$ cat src/rtl/bus_master_port.sv
// bus_master_port: serial bus master FSM with split/resume; BUS_MASTER_TIMEOUT_EN enables the ACK timeout.
module bus_master_port #(
    parameter int ADDR_WIDTH  = 14,
    parameter int DATA_WIDTH  = 8,
    parameter int ACK_TIMEOUT = 4
) (
    input  logic                  CLK,
    input  logic                  RSTN,
    input  logic                  M_EXECUTE,
    input  logic                  M_RW,
    input  logic [ADDR_WIDTH-1:0] M_ADDR,
    input  logic [DATA_WIDTH-1:0] M_DIN,
    output logic [DATA_WIDTH-1:0] M_DOUT,
    output logic                  M_DVALID,
    output logic                  M_BUSY,
    output logic                  M_ERR,
    output logic                  B_BREQ,
    input  logic                  B_GRANT,
    output logic                  B_MVALID,
    output logic                  B_RW,
    output logic                  B_BUS_OUT,
    input  logic                  B_BUS_IN,
    input  logic                  B_READY,
    input  logic                  B_ACK,
    input  logic                  B_SPLIT,
    input  logic                  B_SPL_RESUME
);
    localparam logic [3:0] IDLE = 4'd0, REQ = 4'd1, ADDR = 4'd2, AACK = 4'd3, WDATA = 4'd4,
                           WACK = 4'd5, RDATA = 4'd6, SPLIT = 4'd7, DONE = 4'd8;
    localparam int MW = ADDR_WIDTH > DATA_WIDTH ? ADDR_WIDTH : DATA_WIDTH;
    localparam int CW = $clog2(MW + 1);
    localparam int TW = $clog2(ACK_TIMEOUT + 1);
`ifdef BUS_MASTER_TIMEOUT_EN
    localparam bit TO_EN = 1'b1;
`else
    localparam bit TO_EN = 1'b0;
`endif

    logic [3:0]            state_q, state_d;
    logic [CW-1:0]         cnt_q, cnt_d;
    logic [TW-1:0]         wcnt_q, wcnt_d;
    logic [ADDR_WIDTH-1:0] addr_q, addr_d;
    logic [DATA_WIDTH-1:0] wdat_q, wdat_d;
    logic [DATA_WIDTH-1:0] rdat_q, rdat_d;
    logic [DATA_WIDTH-1:0] dout_q, dout_d;
    logic                  rw_q, rw_d;
    logic                  dvalid_q, dvalid_d;
    logic                  err_q, err_d;
    logic                  abort, to_hit, last_a, last_d;

    assign abort  = !B_GRANT && (state_q inside {ADDR, AACK, WDATA, WACK, RDATA});
    assign to_hit = TO_EN && (wcnt_q == TW'(ACK_TIMEOUT - 1));
    assign last_a = cnt_q == CW'(ADDR_WIDTH - 1);
    assign last_d = cnt_q == CW'(DATA_WIDTH - 1);

    // Address and write data are shifted out LSB first; read data is shifted in from the top.
    always_comb begin
        state_d  = state_q;
        cnt_d    = cnt_q;
        wcnt_d   = wcnt_q;
        addr_d   = addr_q;
        wdat_d   = wdat_q;
        rdat_d   = rdat_q;
        dout_d   = dout_q;
        rw_d     = rw_q;
        dvalid_d = 1'b0;
        err_d    = 1'b0;
        if (abort) begin
            state_d = DONE;
            err_d   = 1'b1;
        end else begin
            case (state_q)
                IDLE: if (M_EXECUTE) begin
                    state_d = REQ;
                    addr_d  = M_ADDR;
                    wdat_d  = M_DIN;
                    rw_d    = M_RW;
                end
                REQ: if (B_GRANT) begin
                    state_d = ADDR;
                    cnt_d   = '0;
                end
                ADDR: begin
                    addr_d = addr_q >> 1;
                    cnt_d  = cnt_q + CW'(1);
                    if (last_a) begin
                        state_d = AACK;
                        wcnt_d  = '0;
                    end
                end
                AACK: if (B_ACK) begin
                    state_d = rw_q ? WDATA : RDATA;
                    cnt_d   = '0;
                end else if (to_hit) begin
                    state_d = DONE;
                    err_d   = 1'b1;
                end else wcnt_d = wcnt_q + TW'(1);
                WDATA: begin
                    wdat_d = wdat_q >> 1;
                    cnt_d  = cnt_q + CW'(1);
                    if (last_d) begin
                        state_d = WACK;
                        wcnt_d  = '0;
                    end
                end
                WACK: if (B_ACK) state_d = DONE;
                else if (to_hit) begin
                    state_d = DONE;
                    err_d   = 1'b1;
                end else wcnt_d = wcnt_q + TW'(1);
                RDATA: if (B_SPLIT && !B_SPL_RESUME) state_d = SPLIT;
                else if (B_READY) begin
                    rdat_d = DATA_WIDTH'({B_BUS_IN, rdat_q} >> 1);
                    cnt_d  = cnt_q + CW'(1);
                    if (last_d) begin
                        state_d  = DONE;
                        dout_d   = rdat_d;
                        dvalid_d = 1'b1;
                    end
                end
                SPLIT: if (B_SPL_RESUME) begin
                    state_d = RDATA;
                    cnt_d   = '0;
                end
                default: state_d = IDLE;
            endcase
        end
    end

    always_ff @(posedge CLK) begin
        if (!RSTN) begin
            state_q  <= IDLE;
            cnt_q    <= '0;
            wcnt_q   <= '0;
            addr_q   <= '0;
            wdat_q   <= '0;
            rdat_q   <= '0;
            dout_q   <= '0;
            rw_q     <= 1'b0;
            dvalid_q <= 1'b0;
            err_q    <= 1'b0;
        end else begin
            state_q  <= state_d;
            cnt_q    <= cnt_d;
            wcnt_q   <= wcnt_d;
            addr_q   <= addr_d;
            wdat_q   <= wdat_d;
            rdat_q   <= rdat_d;
            dout_q   <= dout_d;
            rw_q     <= rw_d;
            dvalid_q <= dvalid_d;
            err_q    <= err_d;
        end
    end

    assign M_DOUT    = dout_q;
    assign M_DVALID  = dvalid_q;
    assign M_ERR     = err_q;
    assign M_BUSY    = state_q != IDLE;
    assign B_BREQ    = state_q inside {REQ, ADDR, AACK, WDATA, WACK, RDATA};
    assign B_MVALID  = state_q inside {ADDR, WDATA};
    assign B_RW      = M_BUSY && rw_q;
    assign B_BUS_OUT = state_q == ADDR ? addr_q[0] : state_q == WDATA ? wdat_q[0] : 1'b0;
endmodule

$ cat config.mk
export PLATFORM = sky130hd
export DESIGN_NAME = bus_master_port
export DESIGN_NICKNAME = d
export VERILOG_FILES = /design/src/rtl/bus_master_port.sv
export SDC_FILE = /design/constraint.sdc
export NUM_CORES = 1
export LEC_CHECK = 0
export BUFFER_PORTS_ARGS = -buffer_cell sky130_fd_sc_hd__buf_4
export CORE_UTILIZATION = 35
export DETAILED_ROUTE_END_ITERATION = 12
export GPL_TIMING_DRIVEN = 0
export SYNTH_ARGS = -nofsm -noshare
export SYNTH_HDL_FRONTEND = slang
export SYNTH_SLANG_ARGS = --single-unit
$ cat constraint.sdc
create_clock -name CLK -period 2.3 [get_ports CLK]
set_input_delay 0.115 -clock CLK [delete_from_list [all_inputs] [get_ports CLK]]
set_output_delay 0.115 -clock CLK [all_outputs]
set_load 0.02 [all_outputs]
* Yosys cells after proc, flatten, opt, wreduce, memory -nomap -nowiden
Index checks and enable logic that the tools add are counted.
Storage, ports and cells: flip-flop bits (word level) 49, latch bits 0, bits in writable memories 0, ROM bits 0, input bits 32, output and inout port bits 15, word-level logic and storage cells 96, memories kept 0
Operators by class: $add $sub $neg 1, $mul 0, div/mod/pow operators 0, magnitude comparators 0, eq/ne operators 29, shift operators 0, multiplexer cells 27, bitwise logic cells 5, reduce and logical (&&, ||, !) cells 24
Operators by type and width (number):
- $mux 4 | 16
- $pmux 4 s8 | 1
- $pmux 14 s2 | 1
- $ne 3x3->1 const B | 7
- $eq 4x3->1 const B | 5
- $pmux 4 s5 | 1
- $ne 2x2->1 const B | 9
- $reduce_and 9->1 | 2
- $pmux 8 s2 | 1
- $mux 14 | 1
- $reduce_bool 5->1 | 2
- $reduce_and 3->1 | 3
- $eq 4x2->1 const B | 2
- $mux 8 | 1
- $ne 4x3->1 const B | 2
- $reduce_and 7->1 | 1
- $ne 3x2->1 const B | 2
- $reduce_bool 2->1 | 3
- $reduce_bool 6->1 | 1
- $not 1->1 | 5
- $reduce_and 5->1 | 1
- $reduce_or 5->1 | 1
- $add 4x1->4 const B | 1
- $eq 4x1->1 const B | 1
- 9 further kinds | 16

* Logic depth before layout (Yosys ltp)
word-level depth 6, depth in mapped cells 7, depth with buffers taken out 5

* Worst setup path after synthesis
No wires, ideal clock.
path type flip-flop to flip-flop, start point register state_q[0], end point register dout_q[0] (netlist: M_DOUT[0]), library setup time 0.072 ns, data arrival time 2.001 ns, required time 2.228 ns, slack 0.227 ns, cell stages (with the launch flop) 8, buffers on the path 3, clock period less this slack 2.073 ns, cell sequence dfxtp_1 buf_6 or2_1 buf_6 or4_4 buf_6 nor3_4 mux2i_1
Between the ends: longest elaborated chain between the ends 5, elaborated cells on any way between the ends 9, classes of those cells eq/ne: 5; bitwise: 1; reduce/logical: 3
Ends and longest elaborated chain:
- from (decl) | RTL line 39 | logic [3:0] state_q, state_d;
- from (signal assigned) | RTL line 143 | state_q <= state_d;
- $eq 4x2->1, or another cell as far along | RTL line 51 | assign abort = !B_GRANT && (state_q inside {ADDR, AACK, WDATA, WACK, RDATA});
- $reduce_bool 5->1 | RTL line 51
- $logic_and 1x1->1 | RTL line 51
- $not 1->1 (no source line)
- $reduce_and 5->1 (no source line) *
- to (signal assigned) | RTL line 149 | dout_q <= dout_d;
- to (decl) | RTL line 45 | logic [DATA_WIDTH-1:0] dout_q, dout_d;
Every way passes the cells marked *; elsewhere a longest branch is shown, timed or not. A chain may end at the register's enable or synchronous reset.

* Worst setup path in the final report
start point register state_q[0], end point output port B_BUS_OUT
Between the ends: longest elaborated chain between the ends 3, elaborated cells on any way between the ends 4, classes of those cells eq/ne: 2; mux: 2
Ends and longest elaborated chain:
- $eq 4x3->1 | RTL line 163 | assign B_BUS_OUT = state_q == ADDR ? addr_q[0] : state_q == WDATA ? wdat_q[0] : 1'b0;
- $mux 1 | RTL line 163
- $mux 1 * | RTL line 163
- to (decl) | RTL line 21 | output logic B_BUS_OUT,
Marks and branches as above.

==> results.cfg <==
[status]
outcome = finished clean

[sta]
max_slew_margin_pct = 51.3
fin_skew_ps = 6.73
finalSetupViolCount = 0
period_share_pct = 93.1
fmax_mhz = 467
drv_slew = 0
whs_ps = 54.9
rsz0062_at_grt = no
hold_viol = 0
finalCriticalPeriod_ps = 2140
tightest_slew_ps = 725

[min_path]
hold_end = rw_q
hold_class = input pin to register
hold_start = M_RW
worstHoldPathCells = 3

[global_routing]
antenna_found_initial = 0
first_global_vias = 2029
grt_max_degree = 16
grt_overflow = 0
grt_pass1_wl_um = 9810
track_usage_pct = 16.9

[synth]
syn_avg_cell_area_um2 = 8.83
netlist_instances = 274
netlist_area_um2 = 2420
ys_seq_elements = 48
synth_edf_count = 0
ys_warn_count = 0
synth_fp_nets = 308
synth-main-ff-cell = dfxtp_1
synthDistinctLibCells = 45
async_flop_share_pct = 0
seq_area_frac_synth_pct = 39.7

[drt]
final_antenna_net_count = 0
routed_wl_um = 5870
drt-pass1-iter-count = 5
drt-wirelength-per-cell_um = 14.5
drtIter0Drc = 157
drcViolationCount = 0
vias = 2174
via_per_inst = 5.37

[clock_tree]
cts_hold_buf = 0
clock_latency_ps = 300
clock-root-buffer = clkbuf_8
cts_buffers = 5
path_clk_slew_ps = 90
h-tree-depth = 2
numClockSinks = 48
tritoncts = built
clk_path_buf_depth = 2

[critical_path]
timing.rr.end = addr_q[12]
ff2ff_path_depth = 6
r2r-start = state_q[2]
path_class = register to primary output
cp_max_fo = 10
rrSetupSlack_ps = 190
crit_required_ps = 2180
crit_arrival_ps = 2030
cp-start-kind = register
endpoint_kind = primary output

[floorplanning]
fp.coreArea_um2 = 6490
die_w_um = 85.1
die_area_um2 = 7250
initial_core_util_pct = 37.2
die_h_um = 85.1
rows = 29
io_pins = 47

[placed_design]
portBuffers = 46
place_inst = 397
hpwl_um = 4180
gp_congestion = 0.858

[layout]
area_growth_pct = 24.5
fin_nets = 361
drive_above_1_share_pct = 22.6
final_common_cell = dfxtp_1
final.fill_count = 646
n_antenna_cell = 0
instances_no_fill = 405
post-route-util_pct = 46.3
final_cell_mix = 48 x dfxtp_1, 46 x buf_4, 38 x mux2i_1

[pwr]
power_mw = 3.17
ir_worst_vdd_v = 0.000497
power_density_nw_per_um2 = 1050
leakagePower_nw = 1.09

[flow_run]
cap_viol_max_count = 0
## repair_timing
action / CTS / global route
gates cloned: 0 / 0
buffers inserted: 0 / 1
gates resized for setup: 3 / 6
pin swaps: 0 / 1
setup endpoints to repair: 9 / 31
## power by group
group / leakage, nW / internal (mW) / switching, mW
Clock: 0.0434 / 0.244 / 0.299
Combinational: 0.659 / 0.620 / 0.899
Sequential: 0.392 / 1.01 / 0.0955
Total: 1.09 / 1.88 / 1.29
## critical path, stage by stage (launching register included)
cell	delay [ps]
dfxtp_1	320
buf_6	130
or2_1	230
buf_6	150
nor3_4	370
buf_6	230
a22o_1	150
buf_4	140
## per-stage QoR
step,instance area [um^2],worst slack (ps),TNS [ps]
3_3_place_gp,2860,-58.8,-345
3_5_place_dp,2860,-56.8,-287
6_report,3010,160,0
4_1_cts,2970,38.4,0
2_1_floorplan,2420,227,0
5_1_grt,3010,5.61,0
## Yosys cell counts, types with 2 or more instances
| library cell | number | area (um^2) |
|---|---|---|
| o21ai_0 | 8 | 40.0 |
| ha_1 | 2 | 25.0 |
| nor3_1 | 5 | 25.0 |
| nand3b_1 | 4 | 30.0 |
| a31o_2 | 2 | 17.5 |
| dfxtp_1 | 48 | 961 |
| clkbuf_1 | 14 | 52.6 |
| or2_2 | 2 | 12.5 |
| o2111ai_1 | 2 | 17.5 |
| nor2b_1 | 3 | 18.8 |
| and2_1 | 2 | 12.5 |
| and4b_1 | 2 | 20.0 |
| nor2_1 | 25 | 93.8 |
| inv_1 | 3 | 11.3 |
| buf_2 | 3 | 15.0 |
| or3_1 | 5 | 31.3 |
| nand2b_1 | 3 | 18.8 |
| a22o_1 | 2 | 17.5 |
| nand3_1 | 13 | 65.1 |
| a21oi_1 | 12 | 60.1 |
| nand2_1 | 26 | 97.6 |
| buf_6 | 3 | 33.8 |
| nor4_1 | 5 | 31.3 |
| mux2i_1 | 38 | 380 |
| a31oi_1 | 2 | 12.5 |
| a211oi_1 | 21 | 158 |
## cell families after synthesis
family	synth area share [%]
fa+ha+maj	1.03
compound gates	16.7
flops	39.7
mux	15.7
buf+inv	4.97
simple gates	21.9
## state kept, by name (all words and copies together) (netlist names)
signal / count
M_DOUT: 8
M_ERR: 1
cnt_q: 4
M_DVALID: 1
addr_q: 14
state_q: 4
rw_q: 1
rdat_q: 7
wdat_q: 8
## layer usage
layer  global-route usage [%]  vias to the layer above  share of wire (%)
met5                        0                        -                  0
met4                     5.55                        0               0.49
met3                     3.60                        2                4.9
met2                     25.4                       59                 43
met1                     24.2                     1009                 51
li1                         -                     1104                  -
## cell type report
type | instances | area, um^2 | area share (%)
repair buffers | 47 | 365 | 12.1
plain buffers | 20 | 109 | 3.62
flip-flops and latches | 48 | 961 | 31.9
inverters | 4 | 15.0 | 0.499
well taps | 77 | 96.3 | 3.20
multi-input cells | 201 | 1370 | 45.4
clock buffers | 6 | 82.6 | 2.74
clock inverters | 2 | 15.0 | 0.499
## how the worst max path moves through the flow
stage / from / endpoint / slack (ps)
floorplan: state_q[0] / M_DOUT[0] / 230
global placement: state_q[2] / addr_q[8] / -60
detailed placement: state_q[2] / addr_q[9] / -60
CTS: state_q[2] / M_DOUT[5] / 40
global route: state_q[2] / addr_q[8] / 6
finish: state_q[0] / B_BUS_OUT / 160
No activity file was read; power rests on OpenSTA's default activity.
